==> src/rtl/seg7_serial_driver.sv <==
`default_nettype none
// +----------------------------------------------------------------------------+
// | seg7_serial_driver: hex-decodes 8 digits and shifts them into a 7-seg chain |
// | Rev 1.0                                                                     |
// +----------------------------------------------------------------------------+
module seg7_serial_driver #(
  parameter int SCLK_DIV   = 4,
  parameter int REFRESH    = 50000,
  parameter int BLINK_BITS = 24
) (
  input  logic        clk,
  input  logic        rst,
  input  logic [31:0] Disp_num,
  input  logic [7:0]  point_in,
  input  logic [7:0]  LE_in,
  input  logic        refresh,
  output logic        seg_clk,
  output logic        seg_sout,
  output logic        seg_pen,
  output logic        seg_clrn,
  output logic        busy
);

  localparam int DW = (SCLK_DIV > 1) ? $clog2(SCLK_DIV) : 1;
  localparam int RW = $clog2(REFRESH);
  localparam logic [DW-1:0] DIV_LAST = DW'(SCLK_DIV - 1);
  localparam logic [RW-1:0] REF_LAST = RW'(REFRESH - 1);

  typedef enum logic [1:0] {IDLE, LOAD, SHIFT, LATCH} state_t;

  state_t                  state, state_nxt;
  logic [DW-1:0]           div_cnt;
  logic [5:0]              bit_cnt;
  logic                    clk_hi;
  logic [63:0]             shreg;
  logic [63:0]             frame;
  logic [RW-1:0]           ref_cnt;
  logic [BLINK_BITS-1:0]   blink_cnt;
  logic                    div_end;
  logic                    bit_end;
  logic                    tick;

  // Segment patterns {dp,g,f,e,d,c,b,a}, active-low, decimal point off
  function automatic logic [7:0] hex7(input logic [3:0] d);
    case (d)
      4'h0: hex7 = 8'hC0;
      4'h1: hex7 = 8'hF9;
      4'h2: hex7 = 8'hA4;
      4'h3: hex7 = 8'hB0;
      4'h4: hex7 = 8'h99;
      4'h5: hex7 = 8'h92;
      4'h6: hex7 = 8'h82;
      4'h7: hex7 = 8'hF8;
      4'h8: hex7 = 8'h80;
      4'h9: hex7 = 8'h90;
      4'hA: hex7 = 8'h88;
      4'hB: hex7 = 8'h83;
      4'hC: hex7 = 8'hC6;
      4'hD: hex7 = 8'hA1;
      4'hE: hex7 = 8'h86;
      default: hex7 = 8'h8E;
    endcase
  endfunction

  for (genvar i = 0; i < 8; i++) begin : g_digit
    assign frame[8*i +: 8] = (LE_in[i] && blink_cnt[BLINK_BITS-1]) ? 8'hFF
                           : (hex7(Disp_num[4*i +: 4]) & {~point_in[i], 7'h7F});
  end

  assign div_end = (div_cnt == DIV_LAST);
  assign bit_end = clk_hi && div_end;
  assign tick    = (ref_cnt == REF_LAST);

  always_ff @(posedge clk) begin
    if (!rst) state <= IDLE;
    else      state <= state_nxt;
  end

  always_comb begin
    state_nxt = state;
    case (state)
      IDLE:    if (tick || refresh) state_nxt = LOAD;
      LOAD:    state_nxt = SHIFT;
      SHIFT:   if (bit_end && (bit_cnt == 6'd63)) state_nxt = LATCH;
      LATCH:   if (div_end) state_nxt = IDLE;
      default: state_nxt = IDLE;
    endcase
  end

  always_ff @(posedge clk) begin
    if (!rst) begin
      div_cnt   <= '0;
      bit_cnt   <= '0;
      clk_hi    <= 1'b0;
      shreg     <= '0;
      ref_cnt   <= '0;
      blink_cnt <= '0;
    end else begin
      blink_cnt <= blink_cnt + BLINK_BITS'(1);
      ref_cnt   <= tick ? '0 : ref_cnt + RW'(1);
      case (state)
        LOAD: begin
          shreg   <= frame;
          div_cnt <= '0;
          bit_cnt <= '0;
          clk_hi  <= 1'b0;
        end
        SHIFT: begin
          // Each bit: SCLK_DIV cycles low, then SCLK_DIV cycles high; shift on the fall
          if (div_end) begin
            div_cnt <= '0;
            clk_hi  <= ~clk_hi;
            if (clk_hi) begin
              shreg   <= {shreg[62:0], 1'b0};
              bit_cnt <= bit_cnt + 6'd1;
            end
          end else begin
            div_cnt <= div_cnt + DW'(1);
          end
        end
        LATCH: div_cnt <= div_end ? '0 : div_cnt + DW'(1);
        default: begin
          div_cnt <= '0;
          clk_hi  <= 1'b0;
        end
      endcase
    end
  end

  always_ff @(posedge clk) begin
    seg_clrn <= rst;
  end

  assign seg_clk  = (state == SHIFT) && clk_hi;
  assign seg_sout = (state == SHIFT) && shreg[63];
  assign seg_pen  = (state == LATCH);
  assign busy     = (state != IDLE);

endmodule
`default_nettype wire

==> config.mk <==
export PLATFORM = sky130hd
export DESIGN_NAME = seg7_serial_driver
export DESIGN_NICKNAME = d
export VERILOG_FILES = /design/src/rtl/seg7_serial_driver.sv
export SDC_FILE = /design/constraint.sdc
export NUM_CORES = 1
export LEC_CHECK = 0
export BUFFER_PORTS_ARGS = -buffer_cell sky130_fd_sc_hd__buf_4
export CAP_MARGIN = 20
export CORE_MARGIN = 2
export CORE_UTILIZATION = 30
export CTS_CLUSTER_DIAMETER = 50
export DETAILED_ROUTE_END_ITERATION = 10
export PLACE_DENSITY_LB_ADDON = 0.2
export SLEW_MARGIN = 0
export SYNTH_ARGS = -nofsm -noshare
export SYNTH_HDL_FRONTEND = slang
export SYNTH_SLANG_ARGS = --single-unit
==> constraint.sdc <==
create_clock -name clk -period 4.95 [get_ports clk]
set_input_delay 0.99 -clock clk [delete_from_list [all_inputs] [get_ports clk]]
set_output_delay 0.99 -clock clk [all_outputs]
set_load 0.01 [all_outputs]
==> results.tsv, run 1 <==
metric	value	unit
worst hold path startpoint	div_cnt[0]$_SDFF_PP0_	
CP most frequent cell	buf_4	
Hold Vio Cnt, Final	0	
Critical path buffers and inverters	3	
clock sinks	116	
CTS tree	yes	
Starting Density	30.4	%
Core ar.	23300	um2
drt pass-1 iters	5	
placer congestion estimate	0.766	
Net Count, Synth	943	
fraction of layout cells with a size suffix above 1	13.6	%
global route overflow	0	
Total Wirelength	16700	um
RSZ-0062 raised after global routing	no	
Layout area overhead	17.4	%
share of the synthesized area in the top cell type	32.7	%
clk buf depth	2	
drt drc	0	
Netlist cell types	50	
number of flops mapped to enable cells by yosys	0	
Maximum Capacitance Violations	0	
IO Port Bufs	55	
crit-path cells	inv_1, ha_1, buf_4, and2_1, buf_4	
final core utilization	35.7	%
Setup CP Type	register to primary output	
worst clock skew	0.0164	ns
WL/cell	14.0	um
Crit path max-delay family	buffers and inverters	
initial antenna violation count	0	
Final #Nets	968	
final setup vio count	0	
io pins	56	
placed cell area	7740	um2
placed cell count	1160	
Arr. time, crit path	1.84	ns
Slew @ Worst Pin	0.880	ns
CTS Root Cell	clkbuf_16	
# diodes	0	
FF+latch count, synth	116	
post-route ant nets	0	
Design Area, Final	8330	um2
FMAX	354	MHz
worst ir drop on vdd	263	uV
CTS Hold Bufs	0	
largest cells by area after synthesis	dfxtp_1, ha_1, a21oi_1	
Avg Inst Size Synth	8.50	um2
status	finished clean	
Final Max Slew Viols	0	
leakage power	3.19	nW
hpwl dp	11400	um
highest fanout seen on the critical path	19	
post-synthesis sequential area ratio	32.7	%
Most used DFF post-synth	dfxtp_1	
critical path startpoint category	register	
Site Rows	56	
Slew HR	41.3	%
Die Height	158	um
Max stage delay on crit path	0.34	ns
Required @ worst endpoint	3.96	ns
Hold Path Class	register to register	
post-synthesis cell area	7100	um2
# H-tree levels	4	
later-pin clock latency in the skew report	0.42	ns
post_cts resized	0	
via count	5903	
Synth Instances	835	
min Tclk post-route	2.83	ns
Post-CTS Setup Inserts	0	
yosys warns	0	
vias in the first global route	5531	
largest net degree at the start of global routing	57	
CP startpoint	state[0]$_SDFFE_PN0P_	
CP max-delay cell	dfxtp_1	
crit share post-route	57.1	%
die width	158	um
fin cells	1192	
first-pass GRT wire length	27900	um
Post-Route Setup TNS	0	ns
cell taking the most area after synthesis	dfxtp_1	
CTS buffer count	17	
All-Layer GR Usage	13.9	%
full die area	24900	um2
Iter 0 DRT Violations	432	
vias per std cell	4.95	
dpl ws	2.33	ns
clock-pin slew on the worst setup and hold paths	0.05	ns
Setup WS post-layout	2.12	ns
fraction of registers with async set/reset	0	%
R2R Path Start	state[0]$_SDFFE_PN0P_	
critical path endpoint category	primary output	
power density cells	403	nW/um2
## worst register-to-register path, cell delays in order, from the launching register on
cell,delay [ns]
dfxtp_1,0.34
inv_1,0.11
ha_1,0.29
nand2b_1,0.31
and2_2,0.79
buf_4,0.41
a221o_1,0.15
a21oi_1,0.06
## layout by cell type (no fill, tap or decap), types with 5 or more instances in the layout
cell       instances
mux2i_1           31
o221ai_1          35
nand4_1           10
mux2_2            13
clkinv_2           5
or4_1              7
inv_1             45
nor3_1            12
nor4_1             9
nand3_1           16
o31ai_1           11
o211ai_1          22
nand2_1           97
a21oi_1           77
nor2_1            49
mux4_2             8
xor2_1             8
buf_4             60
o21ai_0           17
or3_1              7
dfxtp_1          116
xnor2_1           24
ha_1              57
a21boi_0           7
a31oi_1            6
a221o_1           14
o22ai_1            7
a211oi_1           5
nand2b_1          13
nor2b_1           17
clkbuf_16         17
a21o_1             8
o21a_1             5
## metrics by stage
step	hold slack, ns	power (mW)
3_5_place_dp	0.411	2.16
3_3_place_gp	0.411	2.17
5_1_grt	0.449	3.58
6_report	0.428	3.36
2_1_floorplan	0.399	1.88
4_1_cts	0.425	3.41
## path summary, 6_finish.rpt
check                                 to  slack [ns]  cells after the start
hold / removal     div_cnt[0]$_SDFF_PP0_        0.43                      1
setup / recovery                 seg_clk        2.12                      5
setup reg to reg  shreg[41]$_SDFFE_PN0P_        2.35                      7
hold reg to reg    div_cnt[0]$_SDFF_PP0_        0.43                      1
## synthesized netlist by cell type, types with 17 or more instances
master,instances
dfxtp_1,116
nand2_1,98
a21oi_1,77
ha_1,57
nor2_1,49
inv_1,45
clkbuf_1,39
o221ai_1,35
mux2i_1,31
xnor2_1,24
o211ai_1,22
nor2b_1,17
o21ai_0,17
## final cells by class
cell class	count	area (um2)
repair buffers	60	450
flip-flops and latches	116	2320
clock inverters	10	130
inverters	47	176
fillers	2368	15000
clock buffers	22	464
multi-input cells	618	4390
well taps	319	399
## routing by layer
metal / vias up / global-route usage (%) / share of wire, %
li1: 3055 / - / -
met3: 12 / 3.42 / 3.6
met4: 0 / 4.37 / 1.1
met2: 83 / 21.4 / 44
met5: - / 0 / 0
met1: 2753 / 19.2 / 51
## where the power goes
group / switching [mW] / internal [mW] / leakage (nW)
clock: 0.422 / 0.812 / 0.290
sequential: 0.0769 / 1.08 / 0.942
combinational: 0.613 / 0.358 / 1.96
## registers in the layout, indices dropped and copies added (netlist names)
signal     count
shreg         64
blink_cnt     24
ref_cnt       16
bit_cnt        6
div_cnt        2
state          2
clk_hi         1
seg_clrn       1
## logic make-up (layout without fill, tap and decap cells)
family	after synthesis	after routing	share of synthesized area (%)
simple gates	257	257	17.6
compound gates	220	220	21.2
flops	116	116	32.7
xor+xnor	32	32	3.95
buf+inv	101	139	5.47
mux	52	52	8.97
fa+ha+maj	57	57	10.0
Power figures use the tool's default switching activity.
==> inputs of run 2 (changes only) <==
Settings changed: ABC_AREA set to 1.
Clock period 4.95 ns to 2.3 ns, I/O delays scaled along.
==> run 2 against run 1 <==
First-iteration DRC count down 4.2%. Worst hold slack worse by 0.11 ns. Clock power up 130%. Area after synthesis up 1.7%. Sequential power up 140%. Non-clock buffer count up 4. Final cell count up 19%. Via count up 14%. Flip-flop and latch count unchanged. Critical path type unchanged. Critical endpoint unchanged. Largest power group is now sequential cells. Highest routed layer unchanged.
==> results.tsv, run 2 <==
metric	value	unit	change
Switching Share	32.5	%	-0.63 points
Final #Nets	1196		+24%
Synth Instances	1053		+26%
Total Wirelength	16900	um	+1.1%
die width	159	um	+0.82%
later-pin clock latency in the skew report	0.43	ns	about the same
busiest layer in global routing	met2		
Slew @ Worst Pin	0.465	ns	-0.415 ns
Avg Inst Size Synth	6.85	um2	-19%
Reg with most FFs	shreg		
Core ar.	23500	um2	+0.90%
Slew HR	69.0	%	+28 points
Setup CP Type	register to primary output		
fraction of layout cells with a size suffix above 1	12.4	%	-1.3 points
CTS Hold Bufs	0		unchanged
vias per std cell	4.74		-4.4%
PnR Total Power	7.64	mW	+130%
met3 GRT Util	3.00	%	-0.43 points
min Tclk post-route	1.97	ns	
hpwl dp	12200	um	+7.6%
Combinational Power Share	26.9	%	-2.0 points
cell taking the most area after synthesis	dfxtp_1		
biggest regs	shreg (64), blink_cnt (24), ref_cnt (16)		
Hold Path Class	input pin to register		
CTS tree	yes		
drt drc	0		unchanged
RSZ-0062 raised after global routing	no		
placed cell count	1388		+20%
FF+latch count, synth	116		unchanged
All-Layer GR Usage	13.6	%	-0.30 points
post-synthesis cell area	7220	um2	+1.7%
Setup WS post-layout	0.328	ns	-1.79 ns
Final Max Slew Viols	0		unchanged
largest cells by area after synthesis	dfxtp_1, nand2_1, o21ai_0		
Post-synth top cells	nand2_1, o21ai_0, dfxtp_1		
Netlist cell types	39		-22%
first-pass GRT wire length	29000	um	+4.2%
Fillers	2547		+7.6%
full die area	25300	um2	+1.6%
drt pass-1 iters	5		unchanged
clock power share	36.5	%	-0.2 points
final core utilization	36.2	%	+0.49 points
FMAX	507	MHz	
post_cts resized	0		unchanged
largest net degree at the start of global routing	56		-1.8%
Maximum Capacitance Violations	0		unchanged
Arr. time, crit path	1.51	ns	-0.33 ns
highest fanout seen on the critical path	7		-12
Seq pwr share	36.6	%	+2.2 points
placer congestion estimate	0.830		+8.4%
Worst Reg2Reg Path Length in Cells	9		+2
vias in the first global route	6094		+10%
most frequent cells in the layout	nand2_1, o21ai_0, dfxtp_1		
Post-Route Setup TNS	0	ns	unchanged
clock sinks	116		unchanged
CTS buffer count	17		unchanged
critical path endpoint category	primary output		
met1 Use GR	18.6	%	-0.56 points
Design Area, Final	8520	um2	+2.3%
final setup vio count	0		unchanged
placed cell area	7900	um2	+2.1%
WL/cell	11.9	um	-15%
Die Height	159	um	+0.82%
max reg flops	64		unchanged
most common cell after layout, fill and taps aside	nand2_1		
yosys warns	0		unchanged
worst clock skew	0.0214	ns	+0.00509 ns
leakage power	3.62	nW	+13%
Layout area overhead	18.1	%	
crit share post-route	85.8	%	
IO Port Bufs	55		unchanged
# diodes	0		unchanged
hold slack	0.321	ns	-0.107 ns
io pins	56		unchanged
WHS Path Cells	4		+3
status	finished clean		
initial antenna violation count	0		unchanged
number of flops mapped to enable cells by yosys	0		unchanged
Site Rows	56		unchanged
P_int	5.16	mW	+130%
CTS Root Cell	clkbuf_16		
Hold Vio Cnt, Final	0		unchanged
# H-tree levels	4		unchanged
worst ir drop on vdd	640	uV	+140%
critical path startpoint category	register		
fin cells	1420		+19%
fraction of registers with async set/reset	0	%	unchanged
Starting Density	30.7	%	+0.24 points
Most used DFF post-synth	dfxtp_1		
Switching Power	2.48	mW	+120%
clk buf depth	2		unchanged
Required @ worst endpoint	1.84	ns	-2.12 ns
global route overflow	0		unchanged
share of the synthesized area in the top cell type	32.2	%	-0.54 points
dpl ws	0.404	ns	-1.92 ns
post-route ant nets	0		unchanged
post-synthesis sequential area ratio	32.2	%	-0.54 points
Post-CTS Setup Inserts	0		unchanged
Iter 0 DRT Violations	414		-4.2%
power density cells	897	nW/um2	+120%
via count	6725		+14%
Net Count, Synth	1161		+23%
met2 usage	21.6	%	+0.13 points
clock-pin slew on the worst setup and hold paths	0.06	ns	about the same
count leader, synth	nand2_1		
==> run 2: cell count changes after synthesis, moves of 17 or more <==
cell / before / now
a21oi_1: 77 / 102
o21ai_0: 17 / 146
mux2i_1: 31 / 0
nand2_1: 98 / 208
o221ai_1: 35 / 0
clkbuf_1: 39 / 16
nor2b_1: 17 / 0
nor2_1: 49 / 83
inv_1: 45 / 90
buf_2: 7 / 27
nand3_1: 16 / 83
xnor2_1: 24 / 4
==> run 2: cells by family after synthesis <==
group	count (synthesis)	synth area share (%)
and+or+nand+nor	442	27.8
AOI/OAI and AO/OA	289	21.1
xor gates and xnor gates	7	0.850
DFF	116	32.2
buffers and inverters	142	8.22
adders and majority gates	57	9.88
==> run 2: layer usage <==
layer / vias up / share of wire (%)
li1: 3587 / -
met1: 3027 / 52
met2: 99 / 44
met3: 12 / 3.2
met4: 0 / 0.98
met5: - / 0
==> run 2: area by class of cell <==
type | count | area (um2) | area share [%]
flip-flops and latches | 116 | 2320 | 27.2
inverters | 94 | 353 | 4.14
clock buffers | 19 | 443 | 5.20
clock inverters | 13 | 183 | 2.14
multi-input cells | 795 | 4310 | 50.5
well taps | 319 | 399 | 4.68
repair buffers | 64 | 518 | 6.08
==> run 2: final timing paths <==
check	start	endpoint	slack (ns)
worst min register to register	div_cnt[0]$_SDFF_PP0_	div_cnt[0]$_SDFF_PP0_	0.43
worst min-delay path	point_in[6]	shreg[55]$_SDFFE_PN0P_	0.32
worst max register to register	state[0]$_SDFFE_PN0P_	shreg[48]$_SDFFE_PN0P_	0.43
worst max-delay path	state[0]$_SDFFE_PN0P_	seg_clk	0.33
==> run 2: worst max-delay path, stage by stage (launching register included) <==
cell and delay, ns:
dfxtp_1 0.38, inv_1 0.09, ha_1 0.29, nand2_1 0.11
inv_1 0.08, buf_4 0.15
==> run 2: power by group through the flow <==
stage	clock [mW]	combinational, mW	sequential, mW
global route	2.96	2.42	2.86
finish	2.79	2.06	2.80
CTS	2.86	2.10	2.79
detailed placement	0	2.10	2.82
floorplan	0	1.59	2.75
global placement	0	2.08	2.84
==> inputs of run 3 (changes only) <==
Settings changed: BUFFER_PORTS_ARGS -buffer_cell sky130_fd_sc_hd__buf_4 to -buffer_cell sky130_fd_sc_hd__buf_2.
==> run 3 against run 2 <==
Core utilization decreased by 0.70 points. Clock-buffer cell count increased by 2. Sequential share of layout area increased by 0.53 points. Clock skew decreased by 0.013 ns. Via count decreased by 0.59%. Largest power group unchanged. Highest routed layer unchanged.
==> results.tsv, run 3 (same netlist as run 2, synthesis figures left out) <==
metric	value	unit	change
Site Rows	56		unchanged
worst ir drop on vdd	521	uV	-19%
Slew @ Worst Pin	0.476	ns	+0.0112 ns
clk buf depth	2		unchanged
fraction of layout cells with a size suffix above 1	12.0	%	-0.35 points
vias per std cell	4.71		-0.52%
placer congestion estimate	0.839		+1.1%
Seq pwr share	37.6	%	+1.0 points
Required @ worst endpoint	1.84	ns	about the same
via count	6685		-0.59%
Reg with most FFs	shreg		
status	finished clean		
initial antenna violation count	0		unchanged
critical path endpoint category	primary output		
Maximum Capacitance Violations	0		unchanged
Post-CTS Setup Inserts	0		unchanged
All-Layer GR Usage	13.6	%	-0.076 points
crit share post-route	87.5	%	+1.8 points
RSZ-0062 raised after global routing	no		
full die area	25300	um2	unchanged
critical path startpoint category	register		
io pins	56		unchanged
clock-pin slew on the worst setup and hold paths	0.05	ns	about the same
Crit path max-delay family	buffers and inverters		
max reg flops	64		unchanged
power density cells	890	nW/um2	-0.76%
min Tclk post-route	2.01	ns	+0.0403 ns
Hold Vio Cnt, Final	0		unchanged
worst clock skew	0.00808	ns	-0.0134 ns
drt drc	0		unchanged
Hold Path Class	input pin to register		
Switching Share	33.0	%	+0.55 points
drt pass-1 iters	4		-1
Arr. time, crit path	1.55	ns	+0.04 ns
Critical path buffers and inverters	3		unchanged
later-pin clock latency in the skew report	0.42	ns	about the same
# diodes	0		unchanged
Max stage delay on crit path	0.33	ns	-0.05 ns
Total Wirelength	16700	um	-1.2%
Switching Power	2.46	mW	-1.0%
Iter 0 DRT Violations	345		-17%
Die Height	159	um	unchanged
biggest regs	shreg (64), blink_cnt (24), ref_cnt (16)		
post-route ant nets	0		unchanged
most common cell after layout, fill and taps aside	nand2_1		
Layout area overhead	15.8	%	
CTS tree	yes		
clock sinks	116		unchanged
highest fanout seen on the critical path	7		unchanged
final setup vio count	0		unchanged
post_cts resized	0		unchanged
IO Port Bufs	55		unchanged
# H-tree levels	4		unchanged
CP max-delay cell	dfxtp_1		
CTS buffer count	17		unchanged
Slew HR	68.3	%	-0.75 points
crit-path cells	inv_1, ha_1, nand2_1, inv_1, buf_2		
Combinational Power Share	27.2	%	+0.3 points
CTS Root Cell	clkbuf_16		
Starting Density	30.7	%	unchanged
Final #Nets	1196		unchanged
FMAX	497	MHz	-2.0%
clock power share	35.2	%	-1.3 points
vias in the first global route	6135		+0.67%
Setup CP Type	register to primary output		
leakage power	3.56	nW	-1.5%
Final Max Slew Viols	0		unchanged
largest net degree at the start of global routing	56		unchanged
hold slack	0.323	ns	+0.00133 ns
P_int	4.98	mW	-3.5%
die width	159	um	unchanged
hpwl dp	12100	um	-1.4%
CTS Hold Bufs	0		unchanged
Core ar.	23500	um2	unchanged
CP most frequent cell	inv_1		
global route overflow	0		unchanged
most frequent cells in the layout	nand2_1, o21ai_0, dfxtp_1		
first-pass GRT wire length	29000	um	-0.26%
Post-Route Setup TNS	0	ns	unchanged
WL/cell	11.7	um	-1.2%
-- run 3: routing by layer --
metal  up-vias  GRT usage, %  share of wire, %
li1       3589             -                 -
met1      2993          18.2                52
met2        90          22.0                44
met3        13          2.76               3.0
met4         0          4.09              0.94
met5         -             0                 0
-- run 3: power by group through the flow --
stage,registers [mW],logic [mW],clock network [mW]
after floorplan,2.75,1.59,0
final,2.80,2.02,2.62
after CTS,2.79,2.06,2.68
after global routing,2.87,2.37,2.76
after global placement,2.84,2.04,0
after detailed placement,2.82,2.05,0
-- run 3: area by class of cell --
class                      count  area, um2
fill                        2525      15200
multi-input combinational    795       4310
sequential                   116       2320
clock buffer                  21        440
timing repair buffer          64        405
tap                          319        399
inverter                      94        353
clock inverter                10        134
-- run 3: worst paths after layout --
path | from | to | slack [ns] | depth (start not counted)
min | point_in[6] | shreg[55]$_SDFFE_PN0P_ | 0.32 | 4
min reg2reg | div_cnt[0]$_SDFF_PP0_ | div_cnt[0]$_SDFF_PP0_ | 0.43 | 1
max reg2reg | state[0]$_SDFFE_PN0P_ | shreg[41]$_SDFFE_PN0P_ | 0.42 | 8
max | state[0]$_SDFFE_PN0P_ | seg_clk | 0.29 | 5
-- run 3: worst reg2reg max path, delay by kind of cell, from the launching register on --
family | cells | cell delay, ns
compound gates | 2 | 0.26
fa+ha+maj | 1 | 0.30
buf+inv | 3 | 0.48
flops | 1 | 0.37
simple gates | 2 | 0.41
-- run 3: metrics by stage --
stage	area, um2	util [%]	instances	worst slack (ns)	power, mW
floorplan	7220	-	1053	0.789	4.34
global placement	7790	33.1	1388	0.426	4.88
detailed placement	7790	33.1	1388	0.394	4.87
CTS	8360	35.5	1419	0.272	7.53
global route	8360	35.5	1419	0.178	8.00
finish	8360	35.5	1419	0.287	7.44
